## src/rtl/db_link_arbiter_pkg.sv

```systemverilog
// Shared constants for the de Bruijn router link stage: arbiter state
// encoding and the default link payload width.
package db_link_arbiter_pkg;

    localparam int LINK_DATA_W = 8;

    localparam logic [1:0] IDLE  = 2'd0;
    localparam logic [1:0] BUSY0 = 2'd1;
    localparam logic [1:0] BUSY1 = 2'd2;

    typedef enum logic [1:0] {
        S_IDLE  = IDLE,
        S_BUSY0 = BUSY0,
        S_BUSY1 = BUSY1
    } arb_state_e;

endpackage

```

## src/rtl/db_link_arbiter_mux2.sv

```systemverilog
// 1-bit 2:1 mux cell; s_i=1 selects b_i.
module db_link_arbiter_mux2 (
    input  logic a_i,
    input  logic b_i,
    input  logic s_i,
    output logic y_o
);
    assign y_o = s_i ? b_i : a_i;
endmodule

```

## src/rtl/db_link_arbiter.sv

```systemverilog
// Two-input round-robin arbiter for one de Bruijn output link. A granted port
// owns the link for a whole packet; beats land in a single output register.
module db_link_arbiter
    import db_link_arbiter_pkg::*;
#(
    parameter int DATA_W = LINK_DATA_W
) (
    input  logic              clk,
    input  logic              rst_n,
    input  logic              in0_valid,
    input  logic [DATA_W-1:0] in0_data,
    input  logic              in0_last,
    output logic              in0_ready,
    input  logic              in1_valid,
    input  logic [DATA_W-1:0] in1_data,
    input  logic              in1_last,
    output logic              in1_ready,
    output logic              out_valid,
    output logic [DATA_W-1:0] out_data,
    output logic              out_last,
    output logic              out_src,
    input  logic              out_ready,
    output logic              sel,
    output logic              busy
);

    arb_state_e        state_q, state_d;
    logic              prio_q, prio_d;
    logic              out_valid_q, out_valid_d;
    logic [DATA_W-1:0] out_data_q, out_data_d;
    logic              out_last_q, out_last_d;
    logic              out_src_q, out_src_d;

    logic [DATA_W:0] in0_bus, in1_bus, mux_bus;
    logic            link_free, acc;

    assign in0_bus = {in0_last, in0_data};
    assign in1_bus = {in1_last, in1_data};

    // {last, data} select follows the registered owner, never the request lines
    for (genvar g = 0; g <= DATA_W; g++) begin : g_mux
        db_link_arbiter_mux2 u_mux (
            .a_i (in0_bus[g]),
            .b_i (in1_bus[g]),
            .s_i (sel),
            .y_o (mux_bus[g])
        );
    end

    assign sel       = (state_q == S_BUSY1);
    assign busy      = (state_q != S_IDLE);
    assign link_free = ~out_valid_q | out_ready;
    assign in0_ready = (state_q == S_BUSY0) & link_free;
    assign in1_ready = (state_q == S_BUSY1) & link_free;
    assign acc       = (in0_valid & in0_ready) | (in1_valid & in1_ready);

    always_comb begin
        state_d     = state_q;
        prio_d      = prio_q;
        out_valid_d = out_valid_q;
        out_data_d  = out_data_q;
        out_last_d  = out_last_q;
        out_src_d   = out_src_q;

        case (state_q)
            S_IDLE: begin
                if (in0_valid && in1_valid) state_d = prio_q ? S_BUSY1 : S_BUSY0;
                else if (in0_valid)         state_d = S_BUSY0;
                else if (in1_valid)         state_d = S_BUSY1;
            end
            S_BUSY0, S_BUSY1: begin
                if (acc && mux_bus[DATA_W]) begin
                    state_d = S_IDLE;
                    prio_d  = ~sel;
                end
            end
            default: state_d = S_IDLE;
        endcase

        if (acc) begin
            out_valid_d = 1'b1;
            out_data_d  = mux_bus[DATA_W-1:0];
            out_last_d  = mux_bus[DATA_W];
            out_src_d   = sel;
        end else if (out_ready) begin
            out_valid_d = 1'b0;
        end
    end

    always_ff @(posedge clk) begin
        if (!rst_n) begin
            state_q     <= S_IDLE;
            prio_q      <= 1'b0;
            out_valid_q <= 1'b0;
            out_data_q  <= '0;
            out_last_q  <= 1'b0;
            out_src_q   <= 1'b0;
        end else begin
            state_q     <= state_d;
            prio_q      <= prio_d;
            out_valid_q <= out_valid_d;
            out_data_q  <= out_data_d;
            out_last_q  <= out_last_d;
            out_src_q   <= out_src_d;
        end
    end

    assign out_valid = out_valid_q;
    assign out_data  = out_data_q;
    assign out_last  = out_last_q;
    assign out_src   = out_src_q;

endmodule
```

## config.mk

```make
export PLATFORM = sky130hd
export DESIGN_NAME = db_link_arbiter
export DESIGN_NICKNAME = d
export VERILOG_FILES = /design/src/rtl/db_link_arbiter_pkg.sv /design/src/rtl/db_link_arbiter_mux2.sv /design/src/rtl/db_link_arbiter.sv
export SDC_FILE = /design/constraint.sdc
export NUM_CORES = 1
export LEC_CHECK = 0
export CORE_MARGIN = 4
export CORE_UTILIZATION = 38
export DETAILED_ROUTE_END_ITERATION = 10
export PLACE_DENSITY = 0.78
export SYNTH_ARGS = -nofsm -noshare
export SYNTH_HDL_FRONTEND = slang
export SYNTH_SLANG_ARGS = --single-unit
```

## constraint.sdc

```tcl
create_clock -name clk -period 2.12 [get_ports clk]
set_clock_uncertainty 0.2 [all_clocks]
set_input_delay 0.318 -clock clk [delete_from_list [all_inputs] [get_ports clk]]
set_output_delay 0.318 -clock clk [all_outputs]
set_load 0.02 [all_outputs]
```

==> reports/qor.csv <==
metric,value,unit
hold_buffers,0,
ios,38,
status,"complete, no violations",
die-area,2660,um^2
crit_required,1.60,ns
syn_inst,74,
hp-class,flop to flop,
drive_gt1_share,10.9,%
max_freq,0.512,GHz
stdcell_area,1190,um^2
finalCriticalPeriod,1.95,ns
ant_nets,0,
grt_pass1_vias,672,
setup_slack,0.168,ns
drv_cap,0,
cp-startpoint,state_q[0]$_SDFFE_PN0P_,
root_buffer,clkbuf_4,
worstSetupPathDepth,4,
chipHeight,51.6,um
max_stage_delay,0.33,ns
cp_max_fo,8,
antenna_found_initial,0,
setup_violations,0,
h-tree-depth,1,
holdWs,0.291,ns
clock_path_buffers,2,
grt_use_total,14.0,%
worstSkewPairLatency,0.28,ns
cts_made_buffers,3,
rows,15,
yosys_register_bits,14,
first_iter_violations,5,
grt-ovfl-total,0,
dpl_cell_area,1150,um^2
p_leak,0.585,nW
grt_setup_unrepaired,false,
crit_end,in1_ready,
hpwlAfterDp,1.35,mm
wl_per_cell,11.6,um
finalPower,1.33,mW
cpLargestDelayFamily,buffers and inverters,
arrival,1.43,ns
power_density,1120,nW/um^2
slew_headroom,79.5,%
grt_pass1_wl,2.82,mm
period_share,92.1,%
power_frac_seq,29.3,%
finalWeightedCongestion,0.827,
crit_buf_inv,2,
synth.yosys.seq_area_share,38.8,%
cts_tree,done,
route.detailed.drc,0,
fin_setup_tns,0,ns
worstMarginPinSlew,0.306,ns
pwr-share-clk,14.6,%
path_class,flop to output port,
fin_nets,146,
start_kind,flop,
ys_warn_count,0,
synth_fp_nets,100,
synth_cell_types,19,
p_int,833,uW
crit_chain,inv_1 > ha_2 > and2_1 > dlygate4sd2_1,
rr_startpoint,state_q[0]$_SDFFE_PN0P_,
end_kind,output port,
cts.clk_slew.worst_paths,0.09,ns
syn_area,722,um^2
num_antenna_cells,0,
post_cts_buffers,0,
area_growth,64.3,%
r2r-end,out_data[6]$_SDFFE_PN0P_,
preCtsSetupSlack,-0.0614,ns
rr_worst_depth,6,
start_util,40.9,%
fp.coreArea,1760,um^2
drt-total-wl,1.68,mm
worst_path_max_delay_cell,dfxtp_1,
vias,701,
p_switching,493,uW
finalHoldViolCount,0,
p_comb_share,56.2,%
vias_per_cell,4.87,
irDropWorstVdd,0.625,mV
swShare,37.2,%
reg2reg_setup_slack,0.26,ns
syn_area_per_cell,9.76,um^2
port_buffers,37,
grt_max_degree,10,
drtPass1Iterations,4,
cts.sinks,14,
die_x,51.6,um
drv_slew,0,
## tightest hold or removal path, delay by kind of cell, from the launching register on
| kind | cells | cell delay (ns) |
|---|---|---|
| DFF | 1 | 0.33 |
| and+or+nand+nor | 1 | 0.06 |
| muxes | 1 | 0.06 |
## registers in the layout, indices dropped and copies added, names as in the netlist
register   count
out_data       8
state_q        2
out_last       1
out_valid      1
out_src        1
prio_q         1
## power groups by stage
stage               clock network [mW]  registers [mW]  logic (mW)
CTS                              0.200           0.389       0.757
global route                     0.213           0.400       0.812
finish                           0.193           0.388       0.745
detailed placement                   0           0.394       0.775
global placement                     0           0.393       0.765
floorplan                            0           0.470       0.382
## kinds of logic after synthesis
logic type	share of synthesized area, %
flops	38.8
simple gates	16.3
compound gates	18.4
buf+inv	5.89
fa+ha+maj	5.20
mux	15.4
## cells in the mapped netlist
cell type	instances	area share [%]
nand4_1	2	1.7
mux2_1	1	1.6
buf_6	2	3.1
dfxtp_1	14	39
nand2_1	14	7.3
o211a_1	10	14
nand3b_1	1	1.0
ha_1	3	5.2
and2_1	3	2.6
nand2b_1	1	0.87
and3_1	1	0.87
inv_1	3	1.6
a22o_1	2	2.4
nand3_1	2	1.4
nor2_1	1	0.52
clkbuf_1	1	0.52
buf_2	1	0.69
mux2i_1	10	14
a21boi_0	2	2.1
## final cells by class
| type | instances | area, um^2 |
|---|---|---|
| repair buffers | 45 | 425 |
| inverters | 3 | 11.3 |
| fillers | 160 | 578 |
| well taps | 25 | 31.3 |
| multi-input cells | 53 | 402 |
| clock buffers | 4 | 36.3 |
| flip-flops and latches | 14 | 280 |
## per-stage QoR
stage | std cells | util (%)
final | 144 | 67.2
after global routing | 144 | 67.2
after CTS | 144 | 67.2
after detailed placement | 140 | 65.3
after global placement | 140 | 65.3
after floorplan | 74 | -
## metal layers
metal	up-vias	track usage (%)	wire length, um
met1	320	17.5	780
met3	0	4.58	140
met4	0	6.55	0
li1	354	-	-
met2	27	21.6	754
met5	-	0	0
## worst min path at each step
stage | startpoint | to | cells after the start
2_1_floorplan | state_q[1]$_SDFFE_PN0P_ | state_q[1]$_SDFFE_PN0P_ | 2
3_3_place_gp | out_last$_SDFFE_PN0P_ | out_last$_SDFFE_PN0P_ | 2
3_5_place_dp | state_q[1]$_SDFFE_PN0P_ | state_q[1]$_SDFFE_PN0P_ | 2
4_1_cts | state_q[1]$_SDFFE_PN0P_ | state_q[1]$_SDFFE_PN0P_ | 2
5_1_grt | prio_q$_SDFFE_PN0P_ | prio_q$_SDFFE_PN0P_ | 1
6_report | state_q[1]$_SDFFE_PN0P_ | state_q[1]$_SDFFE_PN0P_ | 2
## timing repair
action                     in CTS  in global routing
setup endpoints to repair       4                  0
resized for setup               5                  0
hold endpoints to repair        0                  0
## cells in the final DEF (no fill, tap or decap), drive strengths merged
cell type and count:
nand2 14, mux2i 10, o211a 10, clkdlybuf4s50 33, dfxtp 14, inv 3, nand3 2, and3 1
mux2 1, a22o 2, dlygate4sd2 4, nand3b 1, nand4 2, clkbuf 4, and2 3, nand2b 1
ha 3, a21boi 2, nor2 1, buf 8
Note: power is estimated with default switching activity, not from simulation.
